## src/rtl/pipe_hazard_ctrl.sv

```systemverilog
// Hazard controller for a 5-stage pipeline: forwarding selects, load-use
// stall, multi-cycle (mul/div) hold in ID, branch flush and a stall counter.
module pipe_hazard_ctrl #(
    parameter int MDU_CYCLES = 8
) (
    input  logic        clock,
    input  logic        reset,
    input  logic [4:0]  drs,
    input  logic [4:0]  drt,
    input  logic        duse_rs,
    input  logic        duse_rt,
    input  logic [4:0]  ern,
    input  logic        ewreg,
    input  logic        em2reg,
    input  logic [4:0]  mrn,
    input  logic        mwreg,
    input  logic        mm2reg,
    input  logic        dbranch_taken,
    input  logic        dmdu_start,
    output logic        wpcir,
    output logic        dbubble,
    output logic        dflush,
    output logic [1:0]  fwda,
    output logic [1:0]  fwdb,
    output logic        mdu_busy,
    output logic [15:0] stall_cnt
);

    typedef enum logic [1:0] {
        IDLE     = 2'd0,
        MDU_WAIT = 2'd1,
        MDU_DONE = 2'd2
    } state_t;

    // The accept cycle in IDLE is the first held cycle, so the counter covers
    // the remaining MDU_CYCLES-1 cycles spent in MDU_WAIT.
    localparam logic [7:0] CNT_LOAD = 8'(MDU_CYCLES - 1);

    state_t      state_q, state_d;
    logic [7:0]  cnt_q, cnt_d;
    logic [15:0] stall_q, stall_d;
    logic        hold;
    logic        lu;
    logic [1:0]  fwda_raw, fwdb_raw;

    // Operand source select; EXE wins over MEM, r0 never forwards.
    function automatic logic [1:0] fwd_sel(
        input logic [4:0] s,
        input logic [4:0] e_rn, input logic e_wreg, input logic e_m2reg,
        input logic [4:0] m_rn, input logic m_wreg, input logic m_m2reg
    );
        logic [1:0] sel;
        sel = 2'b00;
        if (e_wreg && (e_rn != 5'd0) && (e_rn == s) && !e_m2reg)
            sel = 2'b01;
        else if (m_wreg && m_m2reg && (m_rn != 5'd0) && (m_rn == s))
            sel = 2'b11;
        else if (m_wreg && (m_rn != 5'd0) && (m_rn == s))
            sel = 2'b10;
        return sel;
    endfunction

    // Forwarding selects and load-use detection.
    always_comb begin
        fwda_raw = fwd_sel(drs, ern, ewreg, em2reg, mrn, mwreg, mm2reg);
        fwdb_raw = fwd_sel(drt, ern, ewreg, em2reg, mrn, mwreg, mm2reg);
        lu = ewreg && em2reg && (ern != 5'd0) &&
             ((duse_rs && (ern == drs)) || (duse_rt && (ern == drt)));
    end

    // Next-state logic and the internal hold request.
    always_comb begin
        state_d = state_q;
        cnt_d   = cnt_q;
        hold    = 1'b0;
        case (state_q)
            IDLE: begin
                if (lu) begin
                    hold = 1'b1;
                end else if (dmdu_start) begin
                    hold    = 1'b1;
                    state_d = MDU_WAIT;
                    cnt_d   = CNT_LOAD;
                end
            end
            MDU_WAIT: begin
                hold  = 1'b1;
                cnt_d = cnt_q - 8'd1;
                if (cnt_q == 8'd1)
                    state_d = MDU_DONE;
            end
            MDU_DONE: begin
                // The released mul/div may still depend on a load in EXE.
                if (lu)
                    hold = 1'b1;
                else
                    state_d = IDLE;
            end
            default: begin
                state_d = IDLE;
                cnt_d   = 8'd0;
            end
        endcase
        stall_d = stall_q;
        if (hold && (stall_q != 16'hFFFF))
            stall_d = stall_q + 16'd1;
    end

    // State, MDU countdown and stall counter registers.
    always_ff @(posedge clock or posedge reset) begin
        if (reset) begin
            state_q <= IDLE;
            cnt_q   <= 8'd0;
            stall_q <= 16'd0;
        end else begin
            state_q <= state_d;
            cnt_q   <= cnt_d;
            stall_q <= stall_d;
        end
    end

    // Outputs are forced to their reset values while reset is asserted.
    always_comb begin
        wpcir     = !reset && !hold;
        dbubble   = reset || hold;
        dflush    = dbranch_taken && wpcir;
        fwda      = reset ? 2'b00 : fwda_raw;
        fwdb      = reset ? 2'b00 : fwdb_raw;
        mdu_busy  = (state_q == MDU_WAIT);
        stall_cnt = stall_q;
    end

endmodule

```

## config.mk

```make
export PLATFORM = sky130hd
export DESIGN_NAME = pipe_hazard_ctrl
export DESIGN_NICKNAME = d
export VERILOG_FILES = /design/src/rtl/pipe_hazard_ctrl.sv
export SDC_FILE = /design/constraint.sdc
export NUM_CORES = 1
export LEC_CHECK = 0
export CAP_MARGIN = 20
export CORE_UTILIZATION = 40
export CTS_BUF_LIST = sky130_fd_sc_hd__clkbuf_8
export DETAILED_ROUTE_END_ITERATION = 10
export PLACE_DENSITY_LB_ADDON = 0.25
export SLEW_MARGIN = 5
export SYNTH_ARGS = -nofsm -noshare
export SYNTH_HDL_FRONTEND = slang
export SYNTH_SLANG_ARGS = --single-unit
export TNS_END_PERCENT = 30
```

## constraint.sdc

```tcl
create_clock -name clock -period 4.4 [get_ports clock]
set_input_delay 1.1 -clock clock [delete_from_list [all_inputs] [get_ports clock]]
set_output_delay 1.1 -clock clock [all_outputs]
set_load 0.005 [all_outputs]
```

Word level (Yosys, flattened, before mapping)
Cells that the tools add are included.

word-level totals
  register bits after elaboration = 26
  latch bits = 0
  RAM bits = 0
  memory bits (read-only) = 0
  output and inout port bits = 24
  word-level logic and storage cells = 68
  memories kept = 0

cells by class
  add/subtract/negate cells = 2
  multipliers = 0
  divide/modulo/power cells = 0
  magnitude comparators = 0
  equal/unequal tests = 12
  shift-type cells = 0
  multiplexer cells = 20
  bitwise logic cells = 1
  reduce and logical (&&, ||, !) cells = 30

operators with widths
  kind                                               count
  two-way mux 2 bit                                  12
  one-hot mux 8 bit (3 select lines)                 1
  == test 5 bit                                      4
  logical AND 1 bit                                  20
  adder 16 x 1 -> 16 bit (second input constant)     1
  two-way mux 8 bit                                  2
  != test 16 bit (second input constant)             1
  nonzero test 5 bit                                 2
  == test 8 x 1 -> 1 bit (second input constant)     1
  subtractor 8 x 1 -> 8 bit (second input constant)  1
  != test 2 bit (second input constant)              3
  one-hot mux 2 bit (3 select lines)                 1
  AND reduction 4 bit                                1
  zero test 1 bit                                    3
  two-way mux 1 bit                                  3
  one-hot mux 1 bit (3 select lines)                 1
  AND reduction 3 bit                                1
  == test 2 x 1 -> 1 bit (second input constant)     1
  == test 2 bit (second input constant)              1
  zero test 2 bit                                    1
  logical OR 1 bit                                   2
  != test 2 x 1 -> 1 bit (second input constant)     1
  inverter 1 bit                                     1

Longest topological paths before layout
Gate-level depths: netlist of run 1.

  depth in word-level cells = 9
  mapped depth = 8

Least setup slack after synthesis of run 1
OpenSTA, ideal clock, no wires.

  path type = input-to-output
  start = in ern[1]
  end = out dflush
  arrival time = 2418 ps
  required time = 3300 ps
  path slack = 882 ps
  stages on the path = 7
  path buffers = 0
  cell sequence = or4_1 > o21ai_2 > nor3b_1 > o21ai_2 > nand2_1 > nor2_1 > and2_1

between the ends
  longest elaborated chain between the ends = 9
  elaborated cells between the ends (all ways) = 14

ends and longest elaborated chain
  item                                    line    source
  start: declaration                      12      input logic [4:0] ern,
  == test 5 bit                           68      ((duse_rs && (ern == drs)) || (duse_rt && (ern == drt)));
  logical AND 1 bit                       68
  logical OR 1 bit                        68
  logical AND 1 bit (*)                   67      lu = ewreg && em2reg && (ern != 5'd0) &&
  two-way mux 1 bit (on tied branches)    94, 78
  one-hot mux 1 bit (3 select lines) (*)  76      case (state_q)
  zero test 1 bit (*)                     124     wpcir = !reset && !hold;
  logical AND 1 bit (*)                   124
  named net wpcir                         20      output logic wpcir,
  logical AND 1 bit (*)                   126     dflush = dbranch_taken && wpcir;
  end: declaration                        22      output logic dflush,

Mark *: on every way through the listed nets, which the timed path passes. The rest lies on a longest branch.

Worst setup path after layout of run 1
  start = in ern[3]
  end = out dflush

between the ends
  longest elaborated chain between the ends = 9
  elaborated cells between the ends (all ways) = 14

ends and longest elaborated chain
  item                                    line
  == test 5 bit                           68
  logical AND 1 bit                       68
  logical OR 1 bit                        68
  logical AND 1 bit (*)                   67
  two-way mux 1 bit (on tied branches)    94, 78
  one-hot mux 1 bit (3 select lines) (*)  76
  zero test 1 bit (*)                     124
  logical AND 1 bit (*)                   124
  logical AND 1 bit (*)                   126

Every way passes the cells marked *; elsewhere a longest branch is shown, timed or not.

==> results of run 1 <==
==> cell families (layout without fill, tap and decap cells) <==
family          Yosys count  in the layout
simple gates             87             87
compound gates           34             34
xor+xnor                 33             33
flops                    26             26
buf+inv                  10             74
fa+ha+maj                 3              3
==> registers in the layout, summed over array words and instances, names as in the netlist <==
register,cells
stall_cnt,16
state_q,2
cnt_q,8
==> layer usage <==
layer | share of wire, % | vias to the layer above | wire, um | global-route usage [%]
met5 | 0 | - | 0 | 0
met4 | 1.4 | 0 | 57 | 5.851
met3 | 5.3 | 4 | 217 | 4.310
met2 | 48 | 52 | 1959 | 32.65
met1 | 46 | 761 | 1872 | 24.09
li1 | - | 800 | - | -
==> final cells by class <==
type | count | area (um2)
fill | 368 | 1570
multi-input combinational | 157 | 1006
sequential | 26 | 650.6
timing repair buffer | 61 | 605.6
tap | 50 | 62.56
clock buffer | 3 | 41.29
inverter | 9 | 33.78
clock inverter | 1 | 30.03
==> through the flow <==
| stage | instances | util, % |
|---|---|---|
| after floorplan | 193 | - |
| after global placement | 302 | 57.46 |
| after detailed placement | 302 | 57.46 |
| after CTS | 306 | 59.24 |
| after global routing | 307 | 60.74 |
| final | 307 | 60.74 |
==> power breakdown <==
part | internal (mW) | switching, mW | leakage, nW
clock network | 0.122 | 0.0757 | 0.0357
registers | 0.239 | 0 | 0.329
logic | 0.0399 | 0.0301 | 0.689
==> layout by cell type, fill, tap and decap left out, types with 7 or more instances in the layout <==
cell	count
sky130_fd_sc_hd__xor2_1	21
sky130_fd_sc_hd__clkdlybuf4s50_1	50
sky130_fd_sc_hd__dfrtp_1	26
sky130_fd_sc_hd__xnor2_1	12
sky130_fd_sc_hd__nand2_1	18
sky130_fd_sc_hd__nor3_1	13
sky130_fd_sc_hd__nand3_1	14
sky130_fd_sc_hd__buf_4	7
sky130_fd_sc_hd__nor2_1	20
sky130_fd_sc_hd__inv_1	9
sky130_fd_sc_hd__o21ai_0	12
==> path summary, 6_finish.rpt <==
check | endpoint | slack (ns) | cells past startpoint
setup / recovery | dflush | 0.02 | 9
hold / removal | cnt_q[5] | 0.49 | 1
setup reg to reg | stall_cnt[10] | 2.35 | 8
hold reg to reg | cnt_q[5] | 0.49 | 1
max in group asynchronous | stall_cnt[5] | 2.57 | 3
min in group asynchronous | stall_cnt[4] | 1.35 | 2
==> critical path: stages <==
cell                              delay (ns)
sky130_fd_sc_hd__clkdlybuf4s50_1        0.43
sky130_fd_sc_hd__or4_4                  0.56
sky130_fd_sc_hd__o21ai_4                0.18
sky130_fd_sc_hd__nor3b_2                0.08
sky130_fd_sc_hd__o21ai_2                0.09
sky130_fd_sc_hd__nand2_2                0.10
sky130_fd_sc_hd__nor2_4                 0.13
sky130_fd_sc_hd__and2_1                 0.13
sky130_fd_sc_hd__clkdlybuf4s50_1        0.49
==> results.yml, run 1 <==
die:
  ioPinCount: 54
  core.rowCount: 23
  chipWidth_um: 66.36
  start_util_pct: 41.41
  coreArea_um2: 4000
  chipHeight_um: 66.36
  fp.dieArea_um2: 4403
timing:
  report.final.slew_viol_count: 0
  slew_headroom_pct: 64.63
  finalCritPeriodShare_pct: 99.47
  timing.final.setup_violations: 0
  timing.final.hold_violations: 0
  fin_skew_ns: 0.01333
  final.hold.worst_slack_ns: 0.4862
  clock.fmax_mhz: 228.5
  post_layout_minimum_cycle_time_ns: 4.377
  grt_setup_unrepaired: "true"
  setup_total_negative_slack_ns: 0
  transition_time_of_the_tightest_slew_check_pin_ns: 0.5250
  post-route-worst-setup-slack_ns: 0.02322
cts:
  post_cts_hold_buffer_count: 0
  clk_root_buffer_cell: "sky130_fd_sc_hd__clkbuf_8"
  cts_sinks: 26
  cts_bufs_inserted: 3
  cts_resized: 0
  insertion_delay_to_the_later_sink_of_the_worst_skew_pair_ns: 0.27
  clk_path_buf_depth: 2
  cts_setup_buffers: 0
  tritoncts: "done"
  htreeDepth: 1
  clk_pin_slew_ns: 0.08
pwr:
  design_power_total_uw: 506.1
  power_leakage_nw: 1.054
  vdd.ir_drop.worst_mv: 0.1097
  power_per_cell_area_nw_per_um2: 208.3
status:
  status: "finished with violations"
  violations_in_the_final_reports: "DRC"
logic_synthesis:
  asr_flop_ratio_synth_pct: 100.0
  synth_edf_count: 0
  syn_avg_cell_area_um2: 8.583
  largest_cells_by_area_after_synthesis: "sky130_fd_sc_hd__dfrtp_1 (39%), sky130_fd_sc_hd__xor2_1 (11%), sky130_fd_sc_hd__xnor2_1 (6.3%)"
  post_synth_top_area_cell: "sky130_fd_sc_hd__dfrtp_1"
  synthFlopType: "sky130_fd_sc_hd__dfrtp_1"
  synth_simple_gate_area_share_pct: 25.38
  synth_top_family_by_area: "simple AND/OR/NAND/NOR gates"
  share_of_synthesized_cell_area_in_full_adder_half_adder_and_majority_cells_pct: 2.266
  synth_seq_area_share_pct: 39.27
  synthesis_stage_register_bit_count: 26
  synth.net_count: 226
  synth.mux.area_fraction_pct: 0
  yosys_warnings: 0
  synth-xor-area-share_pct: 17.45
  synth_top_cells_by_count: "sky130_fd_sc_hd__dfrtp_1 (26), sky130_fd_sc_hd__nor2_1 (21), sky130_fd_sc_hd__xor2_1 (21)"
  synth_most_common_cell: "sky130_fd_sc_hd__dfrtp_1"
  synth_compound_area_share_pct: 13.37
  synth_cells: 193
  mappedNetlistArea_um2: 1657
  yosys_top_cell_area_share_pct: 39.27
  synthDistinctLibCells: 30
layout:
  final_layout_size_suffix_gt1_share_pct: 8.560
  area_growth_pct: 46.68
  finish.instance_area_um2: 2430
  final_net_count: 291
  diodes: 0
place:
  hpwl_um: 3177
  pre_cts_ws_ns: 0.01560
  io_buffer_count: 53
  cell_area_after_placement_um2: 2298
  gp_congestion: 0.8098
flow_run:
  cap_violations: 0
critical_path:
  critical_path_required_ns: 3.30
  cp-startpoint: "ern[3]"
  startpoint_to_endpoint_class_of_the_critical_path: "in -> out"
  critical_path.endpoint_type: "output pin"
  worst_ep_arrival_time_ns: 3.28
  reg_to_reg_start: "stall_cnt[0]"
  critPathMaxFanout: 2
  setup.worst_path.start_class: "input port"
drt:
  wirelength_um: 4107
  drt_pre_antenna_iters: 9
  drt-vias-per-instance: 5.267
  num_vias: 1617
  drc_violation_count_after_routing: 1
  first_iter_violations: 111
  drtAntennaViolNets: 0
  routed_length_per_instance_um: 13.38
worst_hold_path:
  hold_path.startpoint: "cnt_q[5]"
  hold_path.class: "reg -> reg"
global_route:
  grt_start_max_net_pins: 27
  initial_antenna_violation_count: 0
  via_count_of_the_first_global_routing_pass: 1505
  grt_util_all_layers_pct: 19.24
  grt_first_pass_wirelength_um: 6458
  grt-ovfl-total: 0
Note: power is estimated with default switching activity, not from simulation.
==> inputs of run 2 (changes only) <==
--- a/config.mk
+++ b/config.mk
@@ -14,4 +14,4 @@
 export SYNTH_ARGS = -nofsm -noshare
 export SYNTH_HDL_FRONTEND = slang
 export SYNTH_SLANG_ARGS = --single-unit
-export TNS_END_PERCENT = 30
+export TNS_END_PERCENT = 50
==> results.yml, run 2 (synthesis results as in run 1) <==
layout:
  final_net_count: 291
  utilization_pct: 61.03
  flip_flop_count_of_the_largest_register_after_layout: 16
  final_layout_size_suffix_gt1_share_pct: 8.560
  area_growth_pct: 47.36
  commonest_cells_after_routing_fill_and_taps_aside: "sky130_fd_sc_hd__clkdlybuf4s50_1 (48), sky130_fd_sc_hd__dfrtp_1 (26), sky130_fd_sc_hd__xor2_1 (21)"
  final_common_cell: "sky130_fd_sc_hd__clkdlybuf4s50_1"
  diodes: 0
cts:
  cts_sinks: 26
  clk_path_buf_depth: 2
  tritoncts: "done"
  clk_pin_slew_ns: 0.08
  cts_bufs_inserted: 3
  insertion_delay_to_the_later_sink_of_the_worst_skew_pair_ns: 0.27
  htreeDepth: 1
  clk_root_buffer_cell: "sky130_fd_sc_hd__clkbuf_8"
  cts_setup_buffers: 0
die:
  core.rowCount: 23
  chipWidth_um: 66.36
  ioPinCount: 54
  chipHeight_um: 66.36
  coreArea_um2: 4000
  start_util_pct: 41.41
  fp.dieArea_um2: 4403
timing:
  transition_time_of_the_tightest_slew_check_pin_ns: 0.5229
  clock.fmax_mhz: 235.4
  post_layout_minimum_cycle_time_ns: 4.248
  grt_setup_unrepaired: "false"
  timing.final.hold_violations: 0
  timing.final.setup_violations: 0
  slew_headroom_pct: 64.77
  setup_total_negative_slack_ns: 0
  report.final.slew_viol_count: 0
  final.hold.worst_slack_ns: 0.4863
  fin_skew_ns: 0.01312
  finalCritPeriodShare_pct: 96.55
critical_path:
  critical_path_required_ns: 3.30
  startpoint_to_endpoint_class_of_the_critical_path: "in -> out"
  reg_to_reg_setup_timing_slack_ns: 2.35
  worst-r2r-cell-count: 8
  reg_to_reg_start: "stall_cnt[0]"
  setup.worst_path.start_class: "input port"
  critical_path.endpoint_type: "output pin"
  critPathMaxFanout: 2
  worst_ep_arrival_time_ns: 3.15
  r2r_end: "stall_cnt[10]"
pwr:
  design_power_total_uw: 506.9
  power_leakage_nw: 1.096
  power_per_cell_area_nw_per_um2: 207.6
  vdd.ir_drop.worst_mv: 0.1103
global_route:
  via_count_of_the_first_global_routing_pass: 1505
  grt_util_all_layers_pct: 19.24
  grt_first_pass_wirelength_um: 6458
  grt_start_max_net_pins: 27
  initial_antenna_violation_count: 0
  grt-ovfl-total: 0
worst_hold_path:
  hold_path.class: "reg -> reg"
  hold_path_stages: 1
  hold_path.startpoint: "cnt_q[5]"
  hold-path-endpoint: "cnt_q[5]"
drt:
  drt-vias-per-instance: 5.241
  routed_length_per_instance_um: 13.37
  first_iter_violations: 101
  wirelength_um: 4105
  met2_length_um: 1942
  wirelength_met1_um: 1886
  drt_pre_antenna_iters: 9
  drc_violation_count_after_routing: 1
  num_vias: 1609
  wl_met3_um: 219
  drtAntennaViolNets: 0
  highest_layer_used_for_signal_routing: "met4"
status:
  status: "finished with violations"
  violations_in_the_final_reports: "DRC"
place:
  io_buffer_count: 53
  hpwl_um: 3177
  gp_congestion: 0.8098
flow_run:
  cap_violations: 0
-- run 2: per-layer routing --
metal | track usage (%) | up-vias
li1 | - | 800
met1 | 24.09 | 752
met3 | 4.310 | 4
met4 | 5.851 | 0
met2 | 32.65 | 53
met5 | 0 | -
-- run 2: final cells by class --
cell class                 count  area, um2
inverter                       9      33.78
sequential                    26      650.6
clock buffer                   3      41.29
fill                         362       1559
timing repair buffer          61      610.6
tap                           50      62.56
clock inverter                 1      30.03
multi-input combinational    157       1012
-- run 2: how the worst max path moves through the flow --
stage	from	end	slack [ns]
2_1_floorplan	ern[1]	dflush	0.88
3_3_place_gp	ern[1]	dflush	0.05
3_5_place_dp	ern[1]	dflush	0.02
4_1_cts	ern[1]	dflush	0.005
5_1_grt	ern[1]	fwda[0]	0.04
6_report	ern[2]	fwda[0]	0.15
-- run 2: repair_timing --
item | CTS | global route
hold buffers | 0 | 0
gates resized for setup | 0 | 14
setup endpoints to repair | 0 | 5
-- run 2: where the power goes --
part | total (mW) | leakage (nW) | internal, mW | switching, mW
logic | 0.0704 | 0.731 | 0.0401 | 0.0303
registers | 0.239 | 0.329 | 0.239 | 0
clock network | 0.198 | 0.0357 | 0.122 | 0.0761
total | 0.507 | 1.10 | 0.400 | 0.106
-- run 2: metrics by stage --
step	area (um2)	setup slack, ns	std cells
6_report	2441	0.1517	307
5_1_grt	2441	0.03791	307
3_3_place_gp	2298	0.05359	302
3_5_place_dp	2298	0.01560	302
4_1_cts	2370	0.004504	306
2_1_floorplan	1657	0.8822	193
-- run 2: worst max-delay path, stage by stage --
cell                              delay (ns)
sky130_fd_sc_hd__clkdlybuf4s50_1        0.42
sky130_fd_sc_hd__buf_4                  0.15
sky130_fd_sc_hd__xor2_1                 0.15
sky130_fd_sc_hd__nor3_1                 0.24
sky130_fd_sc_hd__nand2_1                0.09
sky130_fd_sc_hd__nor3_1                 0.30
sky130_fd_sc_hd__a31oi_1                0.07
sky130_fd_sc_hd__nor2_1                 0.11
sky130_fd_sc_hd__clkdlybuf4s50_1        0.52
==> RTL change 1: new RTL, flow settings as in run 2 <==
Re-encode `state_t` (3 states) as one-hot, 3 bits wide.
--- a/src/rtl/pipe_hazard_ctrl.sv
+++ b/src/rtl/pipe_hazard_ctrl.sv
@@ -27,8 +27,8 @@
 );
 
-    typedef enum logic [1:0] {
-        IDLE     = 2'd0,
-        MDU_WAIT = 2'd1,
-        MDU_DONE = 2'd2
+    typedef enum logic [2:0] {
+        IDLE     = 3'b001,
+        MDU_WAIT = 3'b010,
+        MDU_DONE = 3'b100
     } state_t;
 
Check against the original RTL: same outputs for any inputs over 10 cycles, from zero or initial values and one cycle with reset high; not proved beyond that.
==> RTL change 1 against run 2 <==
Sequential cell count is 1 higher. Critical path depth fell by 3. Area after synthesis increased by 9.9%. Die area grew 9.6%. Design area grew 0.92%. Wire length grew 0.97%. Fmax is 0.29% higher. Sequential share of layout area grew 0.82 points. Worst setup slack improved by 0.012 ns. Critical path type unchanged.
Power is not compared: it rests on default switching activity, and its combinational part moved more than twofold at a synthesized area within 25%.
==> RTL change 1: results (changes against run 2) <==
Status
  – Run status: finished, final reports clean

Global routing
  – First-pass GRT wire length: 7.341 mm (+14%)
  – Initial antenna violation count: 0 (unchanged)
  – GRT Total Usage: 18.43% (-0.81 points)

Detailed routing
  – First-iteration detailed-routing DRC count: 83 (-18%)
  – DR pass1 iterations: 4 (-5)
  – Final WL: 4.145 mm (+0.97%)

Synthesis
  – Post-synth cell types: 46 (+53%)
  – Synth cell count leaders: xor2_1 (27), dfrtp_1 (26), nand2_1 (18)
  – Area contributors post-synth: dfrtp_1 (36%), xor2_1 (13%), xnor2_1 (4.3%), nand2_1 (3.7%), nor3_1 (3.3%)
  – Syn_nets: 233 (+3.1%)
  – Post-Synth XOR/XNOR Area: 17.32% (-0.13 points)
  – Top-count cell post-synth: xor2_1
  – Adder-cell share of the synthesized area: 2.062% (-0.20 points)
  – Mux cell area share after synthesis: 2.062% (+2.1 points)

Timing
  – Relative slew slack: 62.47% (-2.3 points)

Placed design
  – Final RePlAce weighted congestion: 0.8213 (+1.4%)
  – HPWL after DPL: 3.304 mm (+4.0%)
  – DP Area: 2417 sq um (+5.2%)

Setup path
  – Worst path arrival time: 3.14 ns (about the same)
  – Slowest stage delay, CP: 0.54 ns (+0.02 ns)
  – Worst-path fanout max: 3 (+1)
  – Crit. Startpoint: ern[1]

Clock tree
  – Clock Latency Late Sink: 0.27 ns (about the same)

Worst hold path
  – Worst Hold Launch: stall_cnt[8]

Finish
  – Final nets: 290 (-0.34%)
  – Fillcell total: 409 (+13%)
  – Layout cells sized above 1: 6.250% (-2.3 points)
  – Syn-to-layout area delta: 35.33%
RTL change 1: path summary, 6_finish.rpt:
kind	depth (start not counted)	end	slack (ns)
max	6	fwdb[1]	0.16
min	1	stall_cnt[8]	0.50
max reg2reg	6	stall_cnt[1]	2.04
min reg2reg	1	stall_cnt[8]	0.50
max in group asynchronous	3	state_q[0]	2.77
min in group asynchronous	3	stall_cnt[11]	1.32
RTL change 1: power breakdown:
part           total, mW  internal, mW  switching, mW
combinational      0.475         0.242          0.233
sequential         0.414         0.315         0.0988
clock              0.140        0.0634         0.0769
total               1.03         0.621          0.409
RTL change 1: per-layer routing:
metal | part of all wire (%) | vias up | track usage, %
met5 | 0 | - | 0
met4 | 0.36 | 0 | 2.041
met3 | 3.2 | 2 | 3.343
met2 | 48 | 29 | 30.64
met1 | 48 | 749 | 25.84
li1 | - | 829 | -
RTL change 1: cell type report:
cell class | count | area share [%]
clock buffers | 3 | 1.676
clock inverters | 1 | 0.2031
inverters | 11 | 1.676
multi-input cells | 159 | 44.18
flip-flops and latches | 27 | 27.48
well taps | 52 | 2.641
repair buffers | 55 | 22.14
RTL change 1: metrics by stage:
step / worst slack, ns / util (%) / total power, mW / instances
final: 0.1642 / 56.58 / 1.029 / 308
after global routing: 0.008963 / 56.58 / 1.115 / 308
after CTS: 0.1617 / 56.58 / 1.040 / 308
after detailed placement: 0.1642 / 55.52 / 0.8960 / 304
after global placement: 0.1908 / 55.52 / 0.8833 / 304
after floorplan: 1.149 / - / 0.7017 / 200
==> RTL change 2: new RTL, config.mk and constraints of run 2 <==
Made on the original files. Change the parameter `MDU_CYCLES` from 8 to 4.
--- a/src/rtl/pipe_hazard_ctrl.sv
+++ b/src/rtl/pipe_hazard_ctrl.sv
@@ -2,5 +2,5 @@
 // stall, multi-cycle (mul/div) hold in ID, branch flush and a stall counter.
 module pipe_hazard_ctrl #(
-    parameter int MDU_CYCLES = 8
+    parameter int MDU_CYCLES = 4
 ) (
     input  logic        clock,
Formal check against the unedited RTL: not equivalent (a bounded check fails within 10 cycles, from zero or initial values and one cycle with reset high).
==> RTL change 2 against run 2 <==
Non-clock buffer count up 1. Wire length up 2.1%. Critical path depth is the same. Sequential cell count stayed put. Worst setup slack worse by 0.015 ns. Area after synthesis is 1.1% lower. Core utilization increased by 1.7 points. Design area shrank 2.5%. Critical path type unchanged.
Power is not compared: it rests on default switching activity, and its combinational part moved more than twofold at a synthesized area within 25%.
==> RTL change 2: results (changes against run 2) <==
Synthesis
  – Synth cell count leaders: dfrtp_1 (26), xnor2_1 (17), xor2_1 (16)
  – Average size of a mapped cell: 9.157 sq um (+6.7%)
  – Syn_nets: 212 (-6.2%)
  – Area contributors post-synth: dfrtp_1 (40%), xnor2_1 (9.1%), xor2_1 (8.5%), nand3_1 (4.6%), o21ai_0 (3.7%)
  – Register area share after synthesis: 39.69% (+0.42 points)
  – Post-Synth XOR/XNOR Area: 17.63% (+0.19 points)

Global routing
  – First-pass GRT wire length: 6.506 mm (+0.74%)
  – Met3 Use GR: 3.621% (-0.69 points)
  – Met2 usage: 29.08% (-3.6 points)
  – Global routing usage on met1: 29.23% (+5.1 points)
  – Vias in the first global route: 1371 (-8.9%)

Status
  – Run status: finished, final reports clean

Detailed routing
  – Met2 wire len: 1.973 mm (+1.6%)
  – Detail-routed net length per standard cell: 14.55 microns (+8.8%)
  – M1 WL: 2.040 mm (+8.2%)
  – DR pass1 iterations: 4 (-5)
  – Final WL: 4.191 mm (+2.1%)

Setup path
  – Worst path arrival time: 3.16 ns (about the same)
  – R2r startpoint: stall_cnt[4]

Finish
  – Layout cells sized above 1: 9.167% (+0.61 points)
  – Final nets: 274 (-5.8%)

Timing
  – Relative slew slack: 59.69% (-5.1 points)
  – Clk_skew: 0.004645 ns (-0.008470 ns)

Placed design
  – DP Area: 2263 sq um (-1.5%)
  – HPWL after DPL: 3.126 mm (-1.6%)

Clock tree
  – CTS resizes: 3 (+3)
-- RTL change 2: power by group --
part	switching [mW]	internal, mW	total (mW)	leakage (nW)
clock network	0.0759	0.0800	0.156	0.0288
registers	0.0945	0.321	0.416	0.325
logic	0.200	0.236	0.436	0.640
total	0.370	0.638	1.01	0.994
-- RTL change 2: area by class of cell --
cell class,count,area (sq um)
Inverter,7,26.28
Clock buffer,4,55.05
Sequential cell,26,650.6
Fill cell,308,1418
Tap cell,48,60.06
Multi-Input combinational cell,141,955.9
Timing Repair Buffer,62,633.1
-- RTL change 2: path summary, 6_finish.rpt --
path / end / slack (ns) / depth (start not counted)
hold reg to reg: cnt_q[7] / 0.50 / 1
max in group asynchronous: stall_cnt[2] / 2.71 / 3
setup / recovery: dbubble / 0.14 / 9
min in group asynchronous: cnt_q[1] / 1.29 / 2
hold / removal: cnt_q[7] / 0.50 / 1
setup reg to reg: stall_cnt[1] / 2.45 / 6
